`src/rtl/fifo_flags.sv`:
```
// ----------------------------------------------------------------------------
// fifo_flags -- synchronous single-clock FIFO with status and error flags.
//
// A DEPTH = 2**INDEX_WIDTH entry circular buffer. The occupancy count is kept
// in a register. full, empty, almost_full and almost_empty are all decoded
// from that registered count. overflow and underflow are sticky error flags.
// clr_err clears them, but a set condition in the same cycle wins.
//
// Configuration macro: FIFO_FWFT_EN
//   undefined : standard mode. rd_data is registered and updates one edge
//               after an accepted read. It holds its value otherwise.
//   defined   : first-word-fall-through. rd_data always shows the head word,
//               or 0 when the FIFO is empty. rd_en pops that word.
//
// Ports
//   clk          in   rising-edge clock
//   rst          in   asynchronous active-high reset
//   wr_en        in   write request
//   wr_data      in   word to write [DATA_WIDTH]
//   rd_en        in   read/pop request
//   rd_data      out  read word [DATA_WIDTH]
//   full, empty  out  count == DEPTH / count == 0
//   almost_full  out  count >= AFULL_LEVEL
//   almost_empty out  count <= AEMPTY_LEVEL
//   count        out  stored words, 0..DEPTH [INDEX_WIDTH+1]
//   overflow     out  sticky: write attempted while full with no read
//   underflow    out  sticky: read attempted while empty
//   clr_err      in   synchronous clear of overflow/underflow
// ----------------------------------------------------------------------------
module fifo_flags #(
   parameter int DATA_WIDTH   = 8,
   parameter int INDEX_WIDTH  = 5,
   parameter int AFULL_LEVEL  = (1 << INDEX_WIDTH) - 4,
   parameter int AEMPTY_LEVEL = 4
) (
   input  logic                   clk,
   input  logic                   rst,
   input  logic                   wr_en,
   input  logic [DATA_WIDTH-1:0]  wr_data,
   input  logic                   rd_en,
   output logic [DATA_WIDTH-1:0]  rd_data,
   output logic                   full,
   output logic                   empty,
   output logic                   almost_full,
   output logic                   almost_empty,
   output logic [INDEX_WIDTH:0]   count,
   output logic                   overflow,
   output logic                   underflow,
   input  logic                   clr_err
);

   localparam int DEPTH = 1 << INDEX_WIDTH;
   localparam logic [INDEX_WIDTH:0] DEPTH_CNT  = DEPTH[INDEX_WIDTH:0];
   localparam logic [INDEX_WIDTH:0] AFULL_CNT  = AFULL_LEVEL[INDEX_WIDTH:0];
   localparam logic [INDEX_WIDTH:0] AEMPTY_CNT = AEMPTY_LEVEL[INDEX_WIDTH:0];

   logic [DATA_WIDTH-1:0]  mem [DEPTH];

   logic [INDEX_WIDTH-1:0] wr_ptr_q, wr_ptr_d;
   logic [INDEX_WIDTH-1:0] rd_ptr_q, rd_ptr_d;
   logic [INDEX_WIDTH:0]   count_q, count_d;
   logic                   overflow_q, overflow_d;
   logic                   underflow_q, underflow_d;
   logic                   rd_ok, wr_ok;
`ifndef FIFO_FWFT_EN
   logic [DATA_WIDTH-1:0]  rd_data_q, rd_data_d;
`endif

   // Every flag is decoded from the registered count. None of them looks at
   // the inputs of the current cycle.
   assign full         = (count_q == DEPTH_CNT);
   assign empty        = (count_q == '0);
   assign almost_full  = (count_q >= AFULL_CNT);
   assign almost_empty = (count_q <= AEMPTY_CNT);
   assign count        = count_q;
   assign overflow     = overflow_q;
   assign underflow    = underflow_q;

   always_comb begin
      // NOTE: every always_comb output gets a default first. A path that
      // leaves a variable unassigned would infer a latch.
      rd_ptr_d = rd_ptr_q;
      wr_ptr_d = wr_ptr_q;
      count_d  = count_q;

      // A full FIFO still accepts a write when a read frees a slot in the
      // same cycle. An empty FIFO never accepts a read, even with a write
      // arriving, because the incoming word is not stored yet.
      rd_ok = rd_en && !empty;
      wr_ok = wr_en && (!full || rd_ok);

      if (rd_ok) rd_ptr_d = rd_ptr_q + 1'b1;
      if (wr_ok) wr_ptr_d = wr_ptr_q + 1'b1;

      unique case ({wr_ok, rd_ok})
         2'b10:   count_d = count_q + 1'b1;
         2'b01:   count_d = count_q - 1'b1;
         default: count_d = count_q;
      endcase

      // Set conditions take priority over clr_err.
      overflow_d  = (wr_en && full && !rd_ok) || (overflow_q  && !clr_err);
      underflow_d = (rd_en && empty)          || (underflow_q && !clr_err);

`ifndef FIFO_FWFT_EN
      rd_data_d = rd_data_q;
      // The read uses the head word as it is before this edge's write. That
      // is correct when full with a read and a write together, where both
      // pointers address the same slot.
      if (rd_ok) rd_data_d = mem[rd_ptr_q];
`endif
   end

   // NOTE: sequential state uses non-blocking assignments only, so that
   // every flop samples the values from before the edge.
   always_ff @(posedge clk or posedge rst) begin
      if (rst) begin
         wr_ptr_q    <= '0;
         rd_ptr_q    <= '0;
         count_q     <= '0;
         overflow_q  <= 1'b0;
         underflow_q <= 1'b0;
`ifndef FIFO_FWFT_EN
         rd_data_q   <= '0;
`endif
      end else begin
         wr_ptr_q    <= wr_ptr_d;
         rd_ptr_q    <= rd_ptr_d;
         count_q     <= count_d;
         overflow_q  <= overflow_d;
         underflow_q <= underflow_d;
`ifndef FIFO_FWFT_EN
         rd_data_q   <= rd_data_d;
`endif
      end
   end

   // NOTE: the storage array is deliberately not reset. Reset clears the
   // pointers and the count, so any stale word is unreachable. Leaving the
   // array out of reset lets it map onto plain RAM.
   always_ff @(posedge clk) begin
      if (wr_ok && !rst) mem[wr_ptr_q] <= wr_data;
   end

`ifdef FIFO_FWFT_EN
   assign rd_data = empty ? '0 : mem[rd_ptr_q];
`else
   assign rd_data = rd_data_q;
`endif

endmodule

```
`config.mk`:
```
export PLATFORM = sky130hd
export DESIGN_NAME = fifo_flags
export DESIGN_NICKNAME = d
export VERILOG_FILES = /design/src/rtl/fifo_flags.sv
export SDC_FILE = /design/constraint.sdc
export NUM_CORES = 1
export LEC_CHECK = 0
export ABC_AREA = 1
export BUFFER_PORTS_ARGS = -buffer_cell sky130_fd_sc_hd__buf_2
export CAP_MARGIN = 20
export CORE_MARGIN = 5
export CORE_UTILIZATION = 35
export DETAILED_ROUTE_END_ITERATION = 16
export PLACE_DENSITY_LB_ADDON = 0.1
export SYNTH_ARGS = -nofsm -noshare
export SYNTH_HDL_FRONTEND = slang
export SYNTH_SLANG_ARGS = --single-unit
```
`constraint.sdc`:
```
create_clock -name clk -period 3.2 [get_ports clk]
set_clock_uncertainty 0.2 [all_clocks]
set_input_delay 0.96 -clock clk [delete_from_list [all_inputs] [get_ports clk]]
set_output_delay 0.96 -clock clk [all_outputs]
set_load 0.005 [all_outputs]
```
## Word-level counts from Yosys, hierarchy flattened

Memories as Yosys holds them, arrays and structs flattened. A register that Yosys moved wholly into a read port is not among the register bits.
Cells that the tools add are included.

| word-level totals | value |
|---|---|
| register bits after elaboration | 18 |
| bits in writable memories | 256 |
| output and inout port bits | 20 |
| word-level logic and storage cells | 36 |
| memories kept | 1 |

| cells by class | value |
|---|---|
| add/subtract/negate cells | 4 |
| order comparisons | 2 |
| equality and inequality tests | 3 |
| muxes and demuxes | 3 |
| reduce and logical (&&, ||, !) cells | 18 |

Memories:

| memory | words | bits a word | read ports | clocked after Yosys merged registers in | wr ports | RTL line | RTL |
|---|---|---|---|---|---|---|---|
| mem | 32 | 8 | 1 | 1 | 1 | 57 | `logic [DATA_WIDTH-1:0] mem [DEPTH];` |

Operator list:

| kind | number |
|---|---|
| 6-bit case mux with 2 select lines | 1 |
| 5-bit by 1-bit adder with 5-bit output (second input constant) | 2 |
| 1-bit logical AND | 8 |
| 6-bit by 1-bit adder with 6-bit output (second input constant) | 1 |
| 6-bit == test (second input constant) | 1 |
| 6-bit by 5-bit greater-or-equal comparator with 1-bit output (second input constant) | 1 |
| 6-bit by 3-bit <= comparator with 1-bit output (second input constant) | 1 |
| 6-bit zero test | 1 |
| 6-bit by 1-bit subtractor with 6-bit output (second input constant) | 1 |
| 1-bit zero test | 5 |
| 1-bit logical OR | 3 |
| 2-bit by 1-bit == test with 1-bit output (second input constant) | 1 |
| 2-bit == test (second input constant) | 1 |
| 1-bit 2-to-1 mux | 2 |
| 2-bit nonzero test | 1 |

## Logic depth before layout (Yosys ltp)

Gate-level depths: netlist of the first run.

| logic depth | value |
|---|---|
| depth after elaboration | 8 |
| mapped depth | 14 |
| mapped depth without buffers | 14 |

## Least setup slack after synthesis of the first run

OpenSTA, ideal clock, no wires.

| timing path | value |
|---|---|
| kind | input to register |
| start | in rd_en |
| end | mem mem[15][0], enable pin |
| arrival | 2.238 ns |
| path slack | 0.379 ns |
| stages | 7 |
| path buffers | 1 |
| cells stage by stage | clkbuf_1 -> inv_1 -> nand2_1 -> nand2_2 -> inv_2 -> nand2_1 -> nor3_1 |

| between the ends | value |
|---|---|
| word-level cells in the longest chain between the ends | 6 |

Ends and longest elaborated chain:

| element | RTL line | RTL |
|---|---|---|
| from (decl) | 40 | `input logic rd_en,` |
| 1-bit logical AND | 89 | `rd_ok = rd_en && !empty;` |
| 1-bit logical OR | 90 | `wr_ok = wr_en && (!full \|\| rd_ok);` |
| 1-bit logical AND | 90 |  |
| 1-bit logical AND | 142 | `if (wr_ok && !rst) mem[wr_ptr_q] <= wr_data;` |
| 1-bit 2-to-1 mux | 142 |  |
| 1-bit 2-to-1 mux (not written as such) | 142 |  |
| to (decl) | 57 |  |

No other way between the ends.

## Final worst setup path of the first run

| timing path | value |
|---|---|
| start | reg count_q[0], in the netlist count[0] |
| end | out full |

| between the ends | value |
|---|---|
| word-level cells in the longest chain between the ends | 1 |

Ends and longest elaborated chain:

| element | RTL line | RTL |
|---|---|---|
| from (decl) | 61 | `logic [INDEX_WIDTH:0] count_q, count_d;` |
| from (signal assigned) | 129 | `count_q <= count_d;` |
| 6-bit == test | 71 | `assign full = (count_q == DEPTH_CNT);` |
| to (decl) | 42 | `output logic full,` |

No other way between the ends.

==> impl_metrics.csv, run 1 <==
group,metric,value,unit
outcome,status,"complete, no violations",
setup_path,crit_required,2040,ps
pwr,powerDensity,889.6,nW/um2
sta,fin_setup_tns,0,ps
synth,yosysSeqAreaShare,72.35,%
floorplanning,core-area,32540,um2
floorplanning,die_x,191.5,um
synth,synth_seq_cells,282,
synth,synth_top_family_by_area,"simple AND/OR/NAND/NOR gates",
floorplanning,die_area,36660,um2
clocking,cts_hold_buf,0,
synth,synth_xor_xnor_area_share,0.7600,%
sta,fmax,363.3,MHz
global_routing,grt_max_degree,69,
synth,synth-adder-area-share,0.6514,%
setup_path,critPathBufInv,1,
sta,fin_crit_sh,86.01,%
pwr,power.leakage,4.817,nW
sta,hold_viol_final,0,
clocking,clock_path_buffers,3,
final_layout,nNetsFinal,1036,
setup_path,end_kind,"output pin",
setup_path,critPathKind,"reg2out",
floorplanning,start_util,35.42,%
sta,layout_setup_ws,447.7,ps
place,pre_cts_slack,493.3,ps
sta,finalCriticalPeriod,2752,ps
final_layout,final_common_cell,"edfxtp_1",
route,drtIter0Drc,677,
setup_path,critPathTopFamily,"flip-flops",
synth,syn_area,11520,um2
place,hpwl,20280,um
final_layout,drive_gt1_share,15.45,%
route,final_antenna_net_count,0,
synth,synth-compound-area-share,8.598,%
flow_run,maxCapViolCount,0,
hold_path,hold_path.class,"reg2reg",
route,viasPerCell,5.092,
final_layout,multi_input_area,2798,um2
setup_path,path_cells,"nor2_2 > nand3_1 > nor2_1 > buf_2",
route,routed_wl,32610,um
sta,finalMaxSlewViolations,0,
final_layout,final_cell_mix,"256 x edfxtp_1, 150 x nor2_1, 130 x nand2_1",
setup_path,r2r_slack,720,ps
clocking,clock-root-buffer,"clkbuf_16",
final_layout,filler_cell_count,3116,
synth,synth.largest_area_cell,"edfxtp_1",
clocking,cts_sinks,282,
route,vias,7557,
synth,synth-simple-area-share,14.27,%
place,gp_congestion,0.8085,
sta,max_slew_margin,46.26,%
final_layout,antenna-diode-count,0,
sta,setup_viol,0,
synth,yosysWarnings,0,
synth,synthArstFlopShare,9.220,%
clocking,numCtsBuffers,34,
synth,synth_edf_count,256,
place,port_buffers,32,
clocking,post_cts_buffers,0,
synth,syn-mean-instance-area,12.31,um2
global_routing,grt_first_pass_wirelength,49160,um
synth,synth_flop_cell,"edfxtp_1",
final_layout,seq_area,8343,um2
setup_path,crit_path_start_kind,"flip-flop",
synth,synth.area.mux_share,0,%
setup_path,max_stage_delay,490,ps
synth,yosysUniqueCellTypes,29,
global_routing,antenna_found_initial,0,
floorplanning,rows,66,
setup_path,cp_slowest_cell,"dfrtp_1",
setup_path,cp_max_fo,6,
clocking,clk_pin_slew,60,ps
clocking,cts_tree,"built",
synth,syn_inst,936,
global_routing,track_usage,18.02,%
route,post_drt_wl_per_cell,21.97,um
setup_path,arrival,1590,ps
route,dr.pass1.iters,5,
route,drc,0,
global_routing,overflow,0,
final_layout,area_growth,18.43,%
sta,tightest_slew,805.2,ps
sta,whs,278.6,ps
floorplanning,ios,33,
synth,synthesis.nets,955,
clocking,clk-insertion-delay-late,500,ps
pwr,ir_worst_vdd,0.0004760,V
clocking,htree_levels,2,
final_layout,finalNonFillerCells,1484,
place,dp_cells,1423,
global_routing,grt_pass1_vias,7697,
floorplanning,dieHeight,191.5,um
synth,synth_top_area_share,66.70,%
sta,rsz0062_at_grt,"no",
synth,synth_area_leaders,"edfxtp_1 67%, dfrtp_1 5.6%, nor2_1 4.9%",
clocking,cts.repair.resized,0,
[per-layer routing]
layer / vias to the layer above / global-route usage [%] / wire, um / share of wire [%]
met5: - / 0 / 0 / 0
met4: 0 / 5.110 / 780 / 2.4
met3: 56 / 2.557 / 1804 / 5.5
met2: 261 / 29.44 / 15530 / 48
met1: 3671 / 25.27 / 14500 / 44
li1: 3569 / - / - / -
[where the power goes]
part / switching (W) / internal (W)
combinational: 0.00261 / 0.00111
clock: 0.00148 / 0.00240
sequential: 0.000250 / 0.00428
[worst min-delay path, cell delays in order, from the launching register on]
cell	delay, ps
dfrtp_1	340
nand2_1	50
nand2_1	50
[per-stage QoR]
step                      total power (W)  area [um2]  utilization (%)
after floorplan                  0.006971       11520                -
after global placement           0.008378       12510            38.46
after detailed placement         0.008345       12510            38.46
after CTS                         0.01225       13650            41.95
after global routing              0.01281       13650            41.95
final                             0.01214       13650            41.95
[Yosys cell counts, types with 5 or more instances]
library cell / count
o21ai_1: 18
clkbuf_1: 27
o211ai_1: 19
dfrtp_1: 26
nand3_1: 71
edfxtp_1: 256
o22ai_1: 26
buf_4: 5
nor2_1: 150
o221ai_1: 14
inv_1: 25
xor2_1: 10
o21ai_0: 91
nand2_1: 130
ha_1: 6
buf_6: 5
buf_2: 14
nand4_1: 22
[cell type report]
type | instances | area share (%)
clock buffer | 45 | 6.912
clock inverter | 16 | 1.403
inverter | 32 | 0.8983
multi-input combinational | 570 | 20.50
sequential | 282 | 61.12
tap | 442 | 4.052
timing repair buffer | 97 | 5.115
[flip-flops by register name, indices dropped and copies added, names as in the netlist]
register / count
underflow: 1
rd_ptr_q: 5
rd_data: 8
mem: 256
overflow: 1
count: 6
wr_ptr_q: 5
[cells by family after synthesis]
kind of cell	Yosys count
buf+inv	84
flops	282
xor+xnor	10
fa+ha+maj	6
simple gates	384
compound gates	170
[path summary, 6_finish.rpt]
kind	startpoint	end	cells past startpoint
max	count[0]	full	4
min	rd_data[3]	rd_data[3]	2
max reg2reg	rd_ptr_q[0]	rd_data[7]	8
min reg2reg	rd_data[3]	rd_data[3]	2
max in group asynchronous	rst	count[0]	3
min in group asynchronous	rst	wr_ptr_q[1]	2
(Power assumes the default switching activity.)
==> run 2: changes to the inputs <==
--- a/config.mk
+++ b/config.mk
@@ -12,6 +12,7 @@
 export CORE_UTILIZATION = 35
 export DETAILED_ROUTE_END_ITERATION = 16
 export PLACE_DENSITY_LB_ADDON = 0.1
+export SLEW_MARGIN = 20
 export SYNTH_ARGS = -nofsm -noshare
 export SYNTH_HDL_FRONTEND = slang
 export SYNTH_SLANG_ARGS = --single-unit
==> constraint.sdc (replaced) <==
create_clock -name clk -period 3.3 [get_ports clk]
set_clock_uncertainty 0.2 [all_clocks]
set_input_delay 0.99 -clock clk [delete_from_list [all_inputs] [get_ports clk]]
set_output_delay 0.99 -clock clk [all_outputs]
set_load 0.005 [all_outputs]
==> impl_metrics.csv, run 2 (synthesis gave the netlist of run 1 again) <==
group,metric,value,unit
floorplanning,ios,33,
global_routing,overflow,0,
setup_path,cp_max_fo,6,
floorplanning,start_util,35.42,%
clocking,clk-insertion-delay-late,560,ps
pwr,ir_worst_vdd,0.0004354,V
sta,fin_setup_tns,0,ps
clocking,numCtsBuffers,31,
clocking,cts.repair.resized,0,
final_layout,final_common_cell,"edfxtp_1",
pwr,power.leakage,4.738,nW
sta,finalMaxSlewViolations,0,
clocking,htree_levels,1,
floorplanning,dieHeight,191.5,um
floorplanning,core-area,32540,um2
setup_path,critPathKind,"reg2out",
floorplanning,die_x,191.5,um
pwr,powerDensity,846.6,nW/um2
sta,tightest_slew,891.6,ps
final_layout,antenna-diode-count,0,
setup_path,crit_path_start_kind,"flip-flop",
final_layout,final_cell_mix,"256 x edfxtp_1, 149 x nor2_1, 130 x nand2_1",
route,drtIter0Drc,603,
floorplanning,rows,66,
clocking,clk_pin_slew,60,ps
outcome,status,"complete, no violations",
route,final_antenna_net_count,0,
route,vias,7500,
global_routing,grtUsageMet3,2.319,%
place,gp_congestion,0.8112,
global_routing,grt.busiest_layer,"met2",
route,viasPerCell,5.078,
global_routing,antenna_found_initial,0,
clocking,clock-root-buffer,"clkbuf_16",
place,port_buffers,32,
final_layout,largest-register,"mem",
flow_run,maxCapViolCount,0,
place,hpwl,19680,um
route,routed_wl,31440,um
clocking,cts_hold_buf,0,
final_layout,area_growth,17.15,%
global_routing,grt_max_degree,127,
sta,whs,276.8,ps
floorplanning,die_area,36660,um2
setup_path,crit_required,2110,ps
global_routing,met1_usage,25.06,%
route,post_drt_wl_per_cell,21.29,um
global_routing,met2_usage,27.03,%
pwr,p_total,0.01143,W
sta,finalCriticalPeriod,2800,ps
route,dr.pass1.iters,5,
clocking,post_cts_buffers,0,
clocking,clock_path_buffers,3,
setup_path,arrival,1610,ps
sta,fin_crit_sh,84.86,%
sta,setup_viol,0,
clocking,cts_sinks,282,
global_routing,grt_pass1_vias,7543,
sta,rsz0062_at_grt,"no",
sta,hold_viol_final,0,
global_routing,track_usage,17.27,%
final_layout,nNetsFinal,1029,
hold_path,hold_path.class,"reg2reg",
final_layout,largest_reg_flops,256,
global_routing,grt_first_pass_wirelength,47530,um
sta,max_slew_margin,40.56,%
clocking,cts_tree,"built",
route,drc,0,
final_layout,drive_gt1_share,14.69,%
setup_path,end_kind,"output pin",
sta,fmax,357.1,MHz
## run 2: where the power goes
part / total, W / leakage [nW] / internal [W] / switching, W
logic: 0.00356 / 1.63 / 0.00108 / 0.00249
clock network: 0.00344 / 0.490 / 0.00205 / 0.00138
registers: 0.00443 / 2.62 / 0.00415 / 0.000280
## run 2: final cells by class
class	count	area, um2
fillers	3118	19030
flip-flops and latches	282	8343
multi-input cells	570	2800
clock buffers	39	815.8
repair buffers	93	668.1
well taps	442	553.0
clock inverters	19	198.9
inverters	32	122.6
## run 2: worst max-delay path, stage by stage (launching register included)
cell and delay [ps]:
dfrtp_1 470, nor2_2 220, nand3_1 100, nor2_1 130, buf_2 140
## run 2: per-stage QoR
step	cell area (um2)	worst slack [ps]	utilization, %	instances
3_5_place_dp	12480	370.8	38.37	1419
4_1_cts	13500	438.7	41.49	1477
6_report	13500	499.6	41.50	1477
3_3_place_gp	12480	386.1	38.37	1419
2_1_floorplan	11520	448.6	-	936
5_1_grt	13500	387.6	41.50	1477
## run 2: per-layer routing
metal / up-vias / share of wire [%]
met5: - / 0
met4: 0 / 3.2
met3: 58 / 4.6
met2: 207 / 46
met1: 3687 / 46
li1: 3548 / -
## run 2: final timing paths
kind	start	endpoint	slack, ps	cells after the start
max	count[0]	full	500	4
min	rd_data[3]	rd_data[3]	280	2
max reg2reg	rd_ptr_q[0]	rd_data[3]	770	8
min reg2reg	rd_data[3]	rd_data[3]	280	2
max in group asynchronous	rst	overflow	1960	3
min in group asynchronous	rst	rd_ptr_q[3]	340	2
